===== src/rtl/axis_sum_pkg.sv =====
// Shared types and default parameters for the AXI-Stream frame accumulator.
// Imported by the lane-sum sub-module, the top level and the testbench.
package axis_sum_pkg;

    typedef enum logic {
        SUM_WORD = 1'b0,
        SUM_BYTE = 1'b1
    } sum_mode_e;

    localparam int          DEF_DATA_W   = 32;
    localparam int          DEF_SUM_W    = 32;
    localparam int          DEF_CNT_W    = 32;
    localparam logic [31:0] DEF_ACCEL_ID = 32'hdeadbeef;

    localparam int REC_SUM_W = DEF_SUM_W;
    localparam int REC_CNT_W = DEF_CNT_W;

    // Result record at the default widths; the top builds its own at its parameter widths.
    typedef struct packed {
        logic [REC_SUM_W-1:0] sum;
        logic [REC_CNT_W-1:0] cnt;
        logic                 ovf;
    } frame_rec_t;

endpackage


===== src/rtl/axis_keep_lane_sum.sv =====
// Combinational beat term: applies the byte mask, then returns either the
// masked word or the sum of its masked bytes, zero-extended to SUM_W.
module axis_keep_lane_sum
    import axis_sum_pkg::*;
#(
    parameter int DATA_W = DEF_DATA_W,
    parameter int SUM_W  = DEF_SUM_W
) (
    input  logic [DATA_W-1:0]   data_i,
    input  logic [DATA_W/8-1:0] keep_i,
    input  logic                mode_i,
    output logic [SUM_W-1:0]    term_o
);

    localparam int KEEP_W = DATA_W / 8;
    // Wide enough to hold KEEP_W bytes of 0xFF without wrapping.
    localparam int LANE_W = 8 + $clog2(KEEP_W);

    logic [DATA_W-1:0] maskedWord;
    logic [LANE_W-1:0] laneSum;

    always_comb begin
        maskedWord = '0;
        laneSum    = '0;
        for (int i = 0; i < KEEP_W; i++) begin
            maskedWord[i*8 +: 8] = keep_i[i] ? data_i[i*8 +: 8] : 8'h00;
            laneSum = laneSum + LANE_W'(maskedWord[i*8 +: 8]);
        end
    end

    assign term_o = (mode_i == SUM_BYTE) ? SUM_W'(laneSum) : SUM_W'(maskedWord);

endmodule


===== src/rtl/axis_frame_sum.sv =====
// AXI-Stream frame accumulator: sums byte-masked beats per TLAST-delimited
// frame and presents one registered result record per frame.
module axis_frame_sum
    import axis_sum_pkg::*;
#(
    parameter int          DATA_W   = DEF_DATA_W,
    parameter int          SUM_W    = DEF_SUM_W,
    parameter int          CNT_W    = DEF_CNT_W,
    parameter logic [31:0] ACCEL_ID = DEF_ACCEL_ID
) (
    input  logic                clk,
    input  logic                reset,
    input  logic                clear,
    input  logic                sum_mode,
    input  logic                s_valid,
    output logic                s_ready,
    input  logic [DATA_W-1:0]   s_data,
    input  logic [DATA_W/8-1:0] s_keep,
    input  logic                s_last,
    output logic                m_valid,
    input  logic                m_ready,
    output logic [SUM_W-1:0]    m_sum,
    output logic [CNT_W-1:0]    m_cnt,
    output logic                m_ovf,
    output logic [CNT_W-1:0]    frame_cnt,
    output logic [31:0]         accel_id
);

    typedef struct packed {
        logic [SUM_W-1:0] sum;
        logic [CNT_W-1:0] cnt;
        logic             ovf;
    } result_t;

    logic [SUM_W-1:0] acc_q, acc_d;
    logic [CNT_W-1:0] cnt_q, cnt_d;
    logic             ovf_q, ovf_d;
    result_t          rec_q, rec_d;
    logic             mValid_q, mValid_d;
    logic [CNT_W-1:0] frameCnt_q, frameCnt_d;

    logic [SUM_W-1:0] beatTerm;
    logic [SUM_W:0]   sumExt;
    logic [CNT_W-1:0] cntNext;
    logic             ovfNext;
    logic             beatAccept;

    axis_keep_lane_sum #(
        .DATA_W (DATA_W),
        .SUM_W  (SUM_W)
    ) u_lane_sum (
        .data_i (s_data),
        .keep_i (s_keep),
        .mode_i (sum_mode),
        .term_o (beatTerm)
    );

    // One-entry result buffer: input stalls whenever a record is pending and not taken.
    assign s_ready    = !mValid_q | m_ready;
    assign beatAccept = s_valid & s_ready;

    assign sumExt  = {1'b0, acc_q} + {1'b0, beatTerm};
    assign ovfNext = ovf_q | sumExt[SUM_W];
    assign cntNext = cnt_q + CNT_W'(|s_keep);

    always_comb begin
        acc_d      = acc_q;
        cnt_d      = cnt_q;
        ovf_d      = ovf_q;
        rec_d      = rec_q;
        mValid_d   = mValid_q;
        frameCnt_d = frameCnt_q;

        if (mValid_q && m_ready) begin
            mValid_d = 1'b0;
        end

        // Clear wins over the beat, so an accepted beat in a clear cycle is dropped.
        if (clear) begin
            acc_d = '0;
            cnt_d = '0;
            ovf_d = 1'b0;
        end else if (beatAccept) begin
            if (s_last) begin
                rec_d      = '{sum: sumExt[SUM_W-1:0], cnt: cntNext, ovf: ovfNext};
                mValid_d   = 1'b1;
                frameCnt_d = frameCnt_q + 1'b1;
                acc_d      = '0;
                cnt_d      = '0;
                ovf_d      = 1'b0;
            end else begin
                acc_d = sumExt[SUM_W-1:0];
                cnt_d = cntNext;
                ovf_d = ovfNext;
            end
        end
    end

    always_ff @(posedge clk) begin
        if (reset) begin
            acc_q      <= '0;
            cnt_q      <= '0;
            ovf_q      <= 1'b0;
            rec_q      <= '0;
            mValid_q   <= 1'b0;
            frameCnt_q <= '0;
        end else begin
            acc_q      <= acc_d;
            cnt_q      <= cnt_d;
            ovf_q      <= ovf_d;
            rec_q      <= rec_d;
            mValid_q   <= mValid_d;
            frameCnt_q <= frameCnt_d;
        end
    end

    assign m_valid   = mValid_q;
    assign m_sum     = rec_q.sum;
    assign m_cnt     = rec_q.cnt;
    assign m_ovf     = rec_q.ovf;
    assign frame_cnt = frameCnt_q;
    assign accel_id  = ACCEL_ID;

endmodule


===== config.mk =====
export PLATFORM = sky130hd
export DESIGN_NAME = axis_frame_sum
export DESIGN_NICKNAME = d
export VERILOG_FILES = /design/src/rtl/axis_sum_pkg.sv /design/src/rtl/axis_keep_lane_sum.sv /design/src/rtl/axis_frame_sum.sv
export SDC_FILE = /design/constraint.sdc
export NUM_CORES = 1
export LEC_CHECK = 0
export BUFFER_PORTS_ARGS = -buffer_cell sky130_fd_sc_hd__buf_4
export CAP_MARGIN = 5
export CORE_MARGIN = 10
export CORE_UTILIZATION = 53
export CTS_BUF_LIST = sky130_fd_sc_hd__clkbuf_8
export DETAILED_ROUTE_END_ITERATION = 7
export GPL_TIMING_DRIVEN = 0
export PLACE_DENSITY = 0.79
export SLEW_MARGIN = 5
export SYNTH_ARGS = -nofsm -noshare
export SYNTH_HDL_FRONTEND = slang
export SYNTH_HIERARCHICAL = 1
export SYNTH_SLANG_ARGS = --single-unit

===== constraint.sdc =====
create_clock -name clk -period 5.6 [get_ports clk]
set_input_delay 1.12 -clock clk [delete_from_list [all_inputs] [get_ports clk]]
set_output_delay 1.12 -clock clk [all_outputs]
set_load 0.01 [all_outputs]

# Word level (Yosys, flattened, before mapping)
# Cells that the tools add are included.
word_totals:
  in_bits: 43
  reg_bits: 163
  wordCells: 35
  out_inout_bits: 131
op_classes:
  bitwise_logic: 4
  reduce_logical: 5
  add_sub_neg: 6
  muxes: 12
ops:
  columns: ["operator", "n"]
  rows:
  - ["32-bit two-way mux", 3]
  - ["32-bit by 32-bit adder with 33-bit output", 1]
  - ["32-bit by 1-bit adder with 32-bit output", 1]
  - ["32-bit by 1-bit adder with 32-bit output (second input constant)", 1]
  - ["8-bit two-way mux", 4]
  - ["10-bit by 8-bit adder with 10-bit output", 2]
  - ["8-bit by 8-bit adder with 9-bit output", 1]
  - ["1-bit two-way mux", 5]
  - ["4-bit OR reduction", 1]
  - ["3-bit AND reduction", 1]
  - ["1-bit bitwise OR", 2]
  - ["2-bit OR reduction", 1]
  - ["1-bit AND", 1]
  - ["1-bit logical AND", 1]
  - ["1-bit zero test", 1]
  - ["1-bit inverter", 1]

# Longest topological paths before layout
# Gate-level depths: netlist of run 1.
logic_depth:
  word_depth: 8
  depth_mapped: 20
  ltp_nobuf: 20

# Cells and area by module
# The synthesis of run 1 kept the hierarchy.
modules_own_cells:
  columns: ["module", "cells_per_inst", "seq_area_each_um2", "area_each_um2", "instances"]
  rows:
  - ["axis_frame_sum", 1078, 3263.1, 8623.3, 1]
  - ["axis_keep_lane_sum", 161, 0.0, 1194.9, 1]

# Worst setup path after synthesis of run 1
# No wires, ideal clock.
synth_timing:
  path_kind: "in2reg"
  start: "input port s_data[17]"
  end: "register acc_q[31]"
  slack_ps: -29
  path_buffers: 0
  cell_stages: 18
  setup_time_ps: 117
  t_arrival_ps: 5512
  required_ps: 5483
  cell_sequence: "and2_1 fa_1 fa_1 ha_1 fa_1 a211oi_2 o21ba_2 nor3_1 a311o_1 ha_1 and3_1 nand3_1 a21oi_1 o21ai_0 a31oi_1 o211ai_1 a21o_1 a32o_1"
synth_via:
  elab_chain_len: 6
synth_lines:
  columns: ["item", "line_no", "rtl"]
  rows:
  - ["start: declaration", "axis_frame_sum.sv:17", "input logic [DATA_W-1:0] s_data,"]
  - ["8-bit two-way mux", "axis_keep_lane_sum.sv:26", "maskedWord[i*8 +: 8] = keep_i[i] ? data_i[i*8 +: 8] : 8'h00;"]
  - ["10-bit by 8-bit adder with 10-bit output (2 in series)", "axis_keep_lane_sum.sv:27", "laneSum = laneSum + LANE_W'(maskedWord[i*8 +: 8]);"]
  - ["32-bit two-way mux", "axis_keep_lane_sum.sv:31", "assign term_o = (mode_i == SUM_BYTE) ? SUM_W'(laneSum) : SUM_W'(maskedWord);"]
  - ["named net beatTerm[7]", "axis_frame_sum.sv:42", "logic [SUM_W-1:0] beatTerm;"]
  - ["32-bit by 32-bit adder with 33-bit output", "axis_frame_sum.sv:62", "assign sumExt = {1'b0, acc_q} + {1'b0, beatTerm};"]
  - ["32-bit two-way mux", "axis_frame_sum.sv:84", "if (s_last) begin"]
  - ["end signal: assignment", "axis_frame_sum.sv:101", "acc_q <= '0;"]
  - ["end signal: assignment", "axis_frame_sum.sv:108", "acc_q <= acc_d;"]
  - ["end: declaration", "axis_frame_sum.sv:35", "logic [SUM_W-1:0] acc_q, acc_d;"]
# The timed path passes the listed nets, and every way through them passes these cells.
# A chain may end at the register's enable or synchronous reset.

# Worst setup path in the final report of run 1
layout_timing:
  start: "input port s_keep[2]"
  end: "register acc_q[29]"
layout_via:
  elab_chain_len: 6
layout_lines:
  columns: ["item", "line_no", "rtl"]
  rows:
  - ["start: declaration", "axis_frame_sum.sv:18", "input logic [DATA_W/8-1:0] s_keep,"]
  - ["8-bit two-way mux", "axis_keep_lane_sum.sv:26", null]
  - ["10-bit by 8-bit adder with 10-bit output (2 in series)", "axis_keep_lane_sum.sv:27", null]
  - ["32-bit two-way mux", "axis_keep_lane_sum.sv:31", null]
  - ["named net beatTerm[6]", "axis_frame_sum.sv:42", null]
  - ["32-bit by 32-bit adder with 33-bit output", "axis_frame_sum.sv:62", null]
  - ["32-bit two-way mux", "axis_frame_sum.sv:84", null]
# The timed path passes the listed nets, and every way through them passes these cells.

==> results of run 1 <==
==> kinds of logic (layout without fill, tap and decap cells) <==
| group | Yosys count | in the layout | synth area share (%) |
|---|---|---|---|
| simple gates | 484 | 484 | 23.7 |
| compound gates | 295 | 295 | 19.1 |
| flops | 163 | 163 | 33.2 |
| buf+inv | 148 | 322 | 7.02 |
| xor+xnor | 80 | 80 | 7.14 |
| fa+ha+maj | 61 | 61 | 9.07 |
| mux | 6 | 6 | 0.637 |
| other cells | 2 | 32 | 0.0765 |
==> power by group <==
part / internal, mW / switching (mW)
Combinational: 0.205 / 0.308
Sequential: 1.18 / 0.0133
Clock: 0.418 / 0.445
Total: 1.80 / 0.767
==> critical path, stage by stage <==
cell and delay (ps):
buf_4 130, and2_1 180, fa_1 540, inv_1 50
fa_1 500, inv_1 80, ha_1 320, a211oi_2 260
o21bai_1 130, o311ai_1 420, ha_1 370, a21oi_1 170
inv_1 80, a22o_1 250, o21ai_4 230, a31oi_4 160
o311a_4 410, o21a_1 180, o31ai_1 170
==> metal layers <==
| layer | global-route usage, % | routed length (um) | share of wire, % |
|---|---|---|---|
| met3 | 5.32 | 2050 | 7.2 |
| met2 | 38.7 | 14000 | 49 |
| met4 | 6.20 | 382 | 1.3 |
| met1 | 27.4 | 12100 | 42 |
| met5 | 0 | 0 | 0 |
==> sequential cells by signal, indices dropped and copies added (netlist names) <==
| register | cells |
|---|---|
| m_ovf | 1 |
| acc_q | 32 |
| cnt_q | 32 |
| frame_cnt | 32 |
| ovf_q | 1 |
| m_sum | 32 |
| m_valid | 1 |
| m_cnt | 32 |
==> what timing repair did <==
| action | in CTS | in global routing |
|---|---|---|
| hold buffers | 0 | 0 |
| setup endpoints to repair | 18 | 36 |
| resized for setup | 13 | 9 |
| endpoints found under the hold margin | 0 | 0 |
| pin swaps | 2 | 2 |
| setup buffers | 2 | 0 |
==> stage by stage <==
stage,cells,cell area [um^2]
after global routing,1672,11800
after CTS,1672,11800
after global placement,1638,11300
final,1672,11800
after floorplan,1269,9930
after detailed placement,1638,11300
==> Yosys cell counts, drive strengths merged, types with 3 or more instances <==
cell,instances
and4,9
o211ai,3
nor4,9
or3,19
and3,20
mux2i,4
nand4,18
nand3b,3
xor2,32
o21bai,5
a21o,22
a22oi,21
inv,47
and2,41
o21a,6
dfxtp,163
a211oi,39
nor3,22
nor2,146
a31oi,8
nand2b,3
nand2,137
fa,17
ha,44
or4,6
a22o,5
a21oi,86
or2,4
xnor2,48
o31ai,4
buf,44
nand3,35
clkbuf,55
nor2b,7
o21ai,69
==> worst min path at each step <==
stage | slack [ps] | depth (start not counted) | startpoint | to
final | 460 | 2 | m_cnt[1] | m_cnt[1]
after global routing | 480 | 2 | m_sum[6] | m_sum[6]
after CTS | 460 | 2 | m_cnt[1] | m_cnt[1]
after detailed placement | 450 | 2 | m_cnt[1] | m_cnt[1]
after global placement | 450 | 2 | m_sum[23] | m_sum[23]
after floorplan | 430 | 2 | acc_q[20] | acc_q[20]
==> area by class of cell <==
| cell class | count | area [um^2] | area share [%] |
|---|---|---|---|
| well taps | 229 | 287 | 2.43 |
| inverters | 49 | 184 | 1.56 |
| repair buffers | 142 | 1070 | 9.05 |
| plain buffers | 99 | 505 | 4.29 |
| multi-input cells | 958 | 6090 | 51.6 |
| clock inverters | 13 | 133 | 1.13 |
| clock buffers | 19 | 262 | 2.22 |
| flip-flops and latches | 163 | 3260 | 27.7 |
==> run metrics, run 1 <==
status=complete, no violations; R2R Setup Slk=2610 ps; power density over cell area=218 mW/mm^2; detailed-route via count=9,429; CP max FO=9; Post-Route WL=28.5 mm; R2R Path End=cnt_q[31]; # Max-Cap Violations=0; fin. max-slew vios=0; vias per cell=5.64; Pleak=4.89 nW; chip height=156 um; relative slew slack=38.4%; Final Worst Setup Slack=213 ps; vias in the first global route=8,808; dpl ws=-733 ps; Initial Util=54.3%; CTS Buffer Depth=2; cts bufs inserted=17; final core occ=65.2%; standard-cell rows=49; R2R cell count=8; drc violations=0; synth warn=6; CP Data Arrival Time=5770 ps; I/O pins=174; CTS tree=yes; Post-Syn Area=0.00982 mm^2; Worst VDD drop=0.145 mV; Final Setup Violations=0; Root Buffer=clkbuf_8; die area=0.0244 mm^2; fmax=186 MHz; hold slack=457 ps; gr usage total=22.5%; Final period util=96.2%; CP Launch Type=input pin; remaining global-route overflow=0; most frequent cells in the layout=174 x buf_4, 163 x dfxtp_1, 146 x nor2_1; start point of the critical path=s_keep[2]; flops & latches, synth=163; commonest non-fill, non-tap cell in the layout=buf_4; Crit Path Category=in -> reg; Syn Inst Count=1,239; global-route wire length before repair=44.8 mm; pin count of the biggest net entering global routing=17; Post-Syn Area per Cell=7.92 um^2; Final Power=2.57 mW; post-synth cell types=70; H-tree level count=4; Post-Route Setup TNS=0 ps; ANT cells=0; Clock Skews=14.3 ps; clock-pin slew on the worst setup and hold paths=100 ps; FFs w/ async S/R, synth=0%; CTS Sinks=163; Fill cells=1,614; drt first-iter violations=756; Seq/Total Area, Yosys=33.2%; Crit path required time=5980 ps; initial antenna violation count=0; Core Region=0.0181 mm^2; critical path capture point=acc_q[29]; Final ANT Viol Nets=0; Worst setup EP type=register; layout cells sized above 1=17.0%; dominant synthesized flop cell=dfxtp_1; Final nets=1,534; EDFF count, synth=0; gpl congestion=0.955; reg2reg start=cnt_q[2]; WL per Instance=17.1 um; Area Overhead vs Synth=20.0%; half-perimeter wire length after placement=22.4 mm; cell taking the most area after synthesis=dfxtp_1; share of the synthesized area in the top cell type=33.2%; Clock Latency Late Sink=460 ps; Tmin final=5390 ps; Synth area leaders=dfxtp_1 33%, ha_1 5.6%, nor2_1 5.6%; Port-buffer cells=140; TritonRoute pass-1 iters=5; worst hold path type=reg -> reg; die width=156 um; final hold vios=0; Slew @ Worst Pin=919 ps
Note: power is estimated with default switching activity, not from simulation.
==> run 2: changes to the inputs <==
Settings changed: SYNTH_HIERARCHICAL 1 to not set.
Clock period 5.6 ns to 4.5 ns, I/O delays scaled along.
==> run metrics, run 2 <==
Pleak=5.31 nW (was 4.89 nW); chip height=157 um (was 156 um); Hold Startpoint=m_sum[9] (was m_cnt[1]); Area after DPL=0.0116 mm^2 (was 0.0113 mm^2); failing checks=negative setup slack; status=finished, violations left (was complete, no violations); Final Power=3.49 mW (was 2.57 mW); hold path endpoint=m_sum[9] (was m_cnt[1]); Buf+Inv Stages, Crit Path=6 (was 4); most frequent cells in the layout=206 x buf_4, 163 x dfxtp_1, 159 x nor2_1 (was 174 x buf_4, 163 x dfxtp_1, 146 x nor2_1); hold path depth=2 (unchanged); post-synth cell types=68 (was 70); CP Data Arrival Time=5820 ps (was 5770 ps); Non-Filler Instances=1,756 (was 1,672); Tmin final=5450 ps; drc violations=0 (unchanged); CP max FO=5 (was 9); Slew @ Worst Pin=842 ps (was 919 ps); detailed-route via count=10,193 (was 9,429); Port-buffer cells=138 (was 140); pin count of the biggest net entering global routing=17 (unchanged); die width=157 um (was 156 um); Area Overhead vs Synth=30.5% (was 20.0%); R2R Path End=m_sum[27] (was cnt_q[31]); TritonRoute pass-1 iters=6 (was 5); Final Worst Setup Slack=-947 ps (was 213 ps); vias in the first global route=9,497 (was 8,808); Crit path required time=4870 ps (was 5980 ps); gr usage total=24.3% (was 22.5%); fin. max-slew vios=0 (unchanged); drt first-iter violations=902 (was 756); Post-Syn Area=0.0100 mm^2 (was 0.00982 mm^2); Final Setup Violations=54 (was 0); Crit Path Category=in -> reg (unchanged); FFs w/ async S/R, synth=0% (unchanged); standard-cell rows=50 (was 49); relative slew slack=43.9% (was 38.4%); Placed Cells=1,680 (was 1,638); max incr delay on CP=560 ps (was 540 ps); worst hold path type=reg -> reg (unchanged); Fill cells=1,507 (was 1,614); ANT cells=0 (unchanged); layout cells sized above 1=25.9% (was 17.0%); synth warn=0 (was 6); Seq/Total Area, Yosys=32.6% (was 33.2%); # Max-Cap Violations=0 (unchanged); Worst VDD drop=0.175 mV (was 0.145 mV); Syn Inst Count=1,278 (was 1,239); Clock Latency Late Sink=470 ps (was 460 ps); hold_buf cts=0 (unchanged); final hold vios=0 (unchanged); design area=0.0130 mm^2 (was 0.0118 mm^2); Post-Route WL=31.9 mm (was 28.5 mm); half-perimeter wire length after placement=23.5 mm (was 22.4 mm); Post-synth top cells=163 x dfxtp_1, 163 x nor2_1, 134 x nand2_1 (was 163 x dfxtp_1, 146 x nor2_1, 137 x nand2_1); power density over cell area=268 mW/mm^2 (was 218 mW/mm^2); flops & latches, synth=163 (unchanged); clock-pin slew on the worst setup and hold paths=90 ps (was 100 ps); RSZ-0062 raised after global routing=yes; H-tree level count=4 (unchanged); Core Region=0.0186 mm^2 (was 0.0181 mm^2); Final ANT Viol Nets=0 (unchanged); share of the synthesized area in the top cell type=32.6% (was 33.2%); CP top delay family=adder cells (was compound AO/OA/AOI/OAI gates); Clock Skews=17.0 ps (was 14.3 ps); Post-Syn Area per Cell=7.83 um^2 (was 7.92 um^2); cell taking the most area after synthesis=dfxtp_1 (unchanged); Synth area leaders=dfxtp_1 33%, ha_1 6.4%, nor2_1 6.1% (was dfxtp_1 33%, ha_1 5.6%, nor2_1 5.6%); remaining global-route overflow=0 (unchanged); global-route wire length before repair=48.8 mm (was 44.8 mm); die area=0.0248 mm^2 (was 0.0244 mm^2); initial antenna violation count=0 (unchanged); reg2reg start=acc_q[11] (was cnt_q[2]); Final nets=1,614 (was 1,534); Initial Util=53.7% (was 54.3%); dpl ws=-1800 ps (was -733 ps); gpl congestion=0.937 (was 0.955); R2R Setup Slk=1510 ps (was 2610 ps); R2R cell count=8 (unchanged); WL per Instance=18.1 um (was 17.1 um); dominant synthesized flop cell=dfxtp_1 (unchanged); CTS Sinks=163 (unchanged); CP Launch Type=input pin (unchanged); fmax=184 MHz; Worst setup EP type=register (unchanged); commonest non-fill, non-tap cell in the layout=buf_4 (unchanged); Final period util=121%; cts bufs inserted=17 (unchanged); Root Buffer=clkbuf_8 (unchanged); CTS tree=yes (unchanged); CTS Buffer Depth=2 (unchanged); vias per cell=5.80 (was 5.64); crit path max-delay cell type=fa_2 (was fa_1); I/O pins=174 (unchanged); EDFF count, synth=0 (unchanged)
[run 2: changes by cell type after synthesis, sizes merged, moves of 6 or more]
cell,before,now
clkbuf,55,63
ha,44,51
o21ai,69,80
a31oi,8,14
and2,41,30
a21oi,86,94
xnor2,48,54
fa,17,11
nand3,35,42
nor3,22,12
nor2,146,163
[run 2: timing repair]
| action | CTS | global route |
|---|---|---|
| pin swaps | 57 | 37 |
| setup endpoints to repair | 54 | 56 |
| setup buffers | 28 | 18 |
| endpoints found under the hold margin | 0 | 0 |
| gates resized for setup | 76 | 64 |
[run 2: worst max-delay path by stage]
stage / start / to / slack, ps / cells past startpoint
finish: s_keep[0] / m_sum[28] / -950 / 27
floorplan: s_data[0] / m_sum[28] / -1060 / 24
CTS: s_keep[0] / m_sum[31] / -760 / 26
global placement: s_keep[1] / m_sum[28] / -1760 / 26
global route: s_keep[0] / m_sum[27] / -1050 / 26
detailed placement: s_keep[1] / m_sum[28] / -1800 / 26
[run 2: cell type report]
class                      instances  area, um^2  area share, %
buffer                           108         548           4.20
sequential                       163        3260           25.0
multi-input combinational        993        6940           53.2
clock buffer                      18         248           1.90
inverter                          43         161           1.24
tap                              234         293           2.24
clock inverter                    14         178           1.36
timing repair buffer             183        1420           10.9
[run 2: logic make-up (layout without fill, tap and decap cells)]
kind of cell,after synthesis,after routing,share of synthesized area (%)
compound gates,327,327,20.6
xor+xnor,85,85,7.44
fa+ha+maj,62,62,8.58
buf+inv,152,366,7.13
flops,163,163,32.6
mux,5,5,0.538
other cells,2,32,0.0751
simple gates,482,482,23.0
[run 2: power breakdown]
group / leakage, nW / internal [mW] / switching (mW)
logic: 3.78 / 0.374 / 0.464
clock network: 0.213 / 0.572 / 0.596
registers: 1.32 / 1.47 / 0.0184
total: 5.31 / 2.42 / 1.08
[run 2: routing by layer]
metal	part of all wire, %	global-route usage [%]	vias to the layer above	wire (um)
met5	0	0	-	0
met4	3.9	9.53	0	1230
met3	6.9	4.75	99	2210
met2	48	41.3	427	15200
met1	41	29.7	4767	13200
li1	-	-	4900	-
[run 2: tightest hold or removal path, stage by stage (launching register included)]
cell and delay, ps:
dfxtp_1 320, nand2_1 50, a21oi_1 50
[run 2: per-stage QoR]
| stage | hold slack, ps | TNS, ps | utilization [%] |
|---|---|---|---|
| floorplan | 432 | -29980 | - |
| global placement | 442 | -65290 | 62.3 |
| detailed placement | 448 | -68100 | 62.3 |
| CTS | 460 | -27630 | 67.6 |
| global route | 484 | -41120 | 70.0 |
| finish | 458 | -34970 | 70.0 |
==> run 3: changes to the inputs <==
--- a/config.mk
+++ b/config.mk
@@ -9,9 +9,10 @@
 export CAP_MARGIN = 5
 export CORE_MARGIN = 10
-export CORE_UTILIZATION = 53
+export CORE_UTILIZATION = 60
 export CTS_BUF_LIST = sky130_fd_sc_hd__clkbuf_8
 export DETAILED_ROUTE_END_ITERATION = 7
 export GPL_TIMING_DRIVEN = 0
-export PLACE_DENSITY = 0.79
+export MAX_ROUTING_LAYER = met4
+export PLACE_DENSITY = 0.85
 export SLEW_MARGIN = 5
 export SYNTH_ARGS = -nofsm -noshare
==> constraint.sdc (replaced) <==
create_clock -name clk -period 6.9 [get_ports clk]
set_input_delay 0.69 -clock clk [delete_from_list [all_inputs] [get_ports clk]]
set_output_delay 0.69 -clock clk [all_outputs]
set_load 0.01 [all_outputs]
==> run metrics, run 3 (synthesized netlist as in run 2, its figures left out) <==
max incr delay on CP=630 ps (was 560 ps); post-cts resize count=0 (was 76); Post-Route WL=29.8 mm (was 31.9 mm); Root Buffer=clkbuf_8 (unchanged); vias in the first global route=9,163 (was 9,497); Crit Path Category=in -> reg (unchanged); Clock Skews=16.9 ps (was 17.0 ps); H-tree level count=4 (unchanged); initial antenna violation count=0 (unchanged); clock-pin slew on the worst setup and hold paths=80 ps (was 90 ps); Non-Filler Instances=1,698 (was 1,756); final hold vios=0 (unchanged); reg2reg start=acc_q[0] (was acc_q[11]); R2R Path End=m_sum[28] (was m_sum[27]); CTS Buffer Depth=2 (unchanged); global-route wire length before repair=47.0 mm (was 48.8 mm); CP Data Arrival Time=6460 ps (was 5820 ps); Final period util=89.0%; Area Overhead vs Synth=18.1% (was 30.5%); CP max FO=9 (was 5); vias per cell=5.86 (was 5.80); remaining global-route overflow=0 (unchanged); RSZ-0062 raised after global routing=no (was yes); gr usage total=26.6% (was 24.3%); Clock Latency Late Sink=470 ps (about the same); ANT cells=0 (unchanged); Final ANT Viol Nets=0 (unchanged); Port-buffer cells=138 (unchanged); I/O pins=174 (unchanged); Placed Cells=1,666 (was 1,680); status=complete, no violations (was finished, violations left); CTS Sinks=163 (unchanged); R2R Setup Slk=3910 ps (was 1510 ps); Crit path required time=7220 ps (was 4870 ps); die width=149 um (was 157 um); Worst VDD drop=0.131 mV (was 0.175 mV); # Max-Cap Violations=0 (unchanged); most frequent cells in the layout=172 x buf_4, 163 x nor2_1, 163 x dfxtp_1 (was 206 x buf_4, 163 x dfxtp_1, 159 x nor2_1); gpl congestion=0.997 (was 0.937); CP Launch Type=input pin (unchanged); power density over cell area=176 mW/mm^2 (was 268 mW/mm^2); Tmin final=6140 ps; standard-cell rows=47 (was 50); Final nets=1,570 (was 1,614); TritonRoute pass-1 iters=6 (unchanged); Final Power=2.07 mW (was 3.49 mW); cts bufs inserted=17 (unchanged); hold path endpoint=m_sum[11] (was m_sum[9]); Pleak=4.92 nW (was 5.31 nW); commonest non-fill, non-tap cell in the layout=buf_4 (unchanged); layout cells sized above 1=15.3% (was 25.9%); hold slack=457 ps (was 458 ps); R2R cell count=10 (was 8); CTS tree=yes (unchanged); hold_buf cts=0 (unchanged); Final Setup Violations=0 (was 54); Worst setup EP type=register (unchanged); worst hold path type=reg -> reg (unchanged); Initial Util=60.7% (was 53.7%); Fill cells=1,389 (was 1,507); relative slew slack=47.3% (was 43.9%); pin count of the biggest net entering global routing=17 (unchanged); chip height=149 um (was 157 um); Slew @ Worst Pin=791 ps (was 842 ps); Core Region=0.0165 mm^2 (was 0.0186 mm^2); drt first-iter violations=816 (was 902); detailed-route via count=9,956 (was 10,193); Post-Route Setup TNS=0 ps (was -34,970 ps); fmax=163 MHz; hold path depth=2 (unchanged); Hold Startpoint=m_sum[11] (was m_sum[9]); die area=0.0222 mm^2 (was 0.0248 mm^2); fin. max-slew vios=0 (unchanged); drc violations=0 (unchanged); WL per Instance=17.6 um (was 18.1 um); half-perimeter wire length after placement=23.3 mm (was 23.5 mm); # Post-CTS Setup Buffers=0 (was 28); crit path max-delay cell type=a2111oi_1 (was fa_2); most used cell, CP=ha_1; worst-path cell chain=buf_4 -> and2_1 -> ha_1 -> inv_1 -> fa_1 -> xor2_1 -> fa_1 -> inv_1 -> ha_1 -> a21o_1 -> a21oi_1 -> o21ai_0 -> a21oi_1 -> nor2b_1 -> or4_1 -> nand3_1 -> ha_1 -> clkbuf_1 -> o2111ai_1 -> o21a_1 -> a2111oi_1 -> a21boi_0 -> xor2_1 -> o21ai_0
## run 3: worst max-delay path: cells and delay by family
kind | cells | cell delay, ps
AO/OA/AOI/OAI | 9 | 2350
XOR/XNOR | 2 | 610
adder cells (fa/ha/maj) | 5 | 1470
buffers and inverters | 4 | 510
AND/OR/NAND/NOR | 4 | 860
## run 3: metal layers
layer  GRT usage (%)  share of wire (%)
met5               -                  0
met4            8.00                2.4
met3            5.04                8.4
met2            42.3                 47
met1            33.5                 42
## run 3: report_power, final
part           total, mW  switching, mW  internal [mW]
registers          0.970         0.0118          0.959
logic              0.408          0.247          0.161
clock network      0.696          0.368          0.328
## run 3: worst max path at each step
stage / from / end / slack [ps] / cells past startpoint
CTS: s_keep[0] / acc_q[27] / 910 / 24
detailed placement: s_keep[0] / acc_q[27] / 430 / 24
global placement: s_keep[0] / m_sum[27] / 490 / 24
global route: s_keep[0] / acc_q[27] / 510 / 26
floorplan: s_data[0] / m_sum[28] / 1310 / 24
finish: s_keep[0] / acc_q[27] / 760 / 24
## run 3: metrics by stage
stage / utilization [%] / setup WS [ps] / area (um^2)
3_3_place_gp: 69.4 / 490 / 11400
6_report: 71.7 / 756 / 11800
4_1_cts: 71.7 / 905 / 11800
3_5_place_dp: 69.4 / 434 / 11400
2_1_floorplan: - / 1310 / 10100
5_1_grt: 71.7 / 513 / 11800
## run 3: area by class of cell
class	instances	area, um^2	area share (%)
Buffer	109	552	4.67
Clock buffer	18	248	2.10
Clock inverter	14	138	1.17
Inverter	43	161	1.37
Multi-Input combinational cell	993	6140	52.0
Sequential cell	163	3260	27.6
Tap cell	220	275	2.33
Timing Repair Buffer	138	1040	8.77
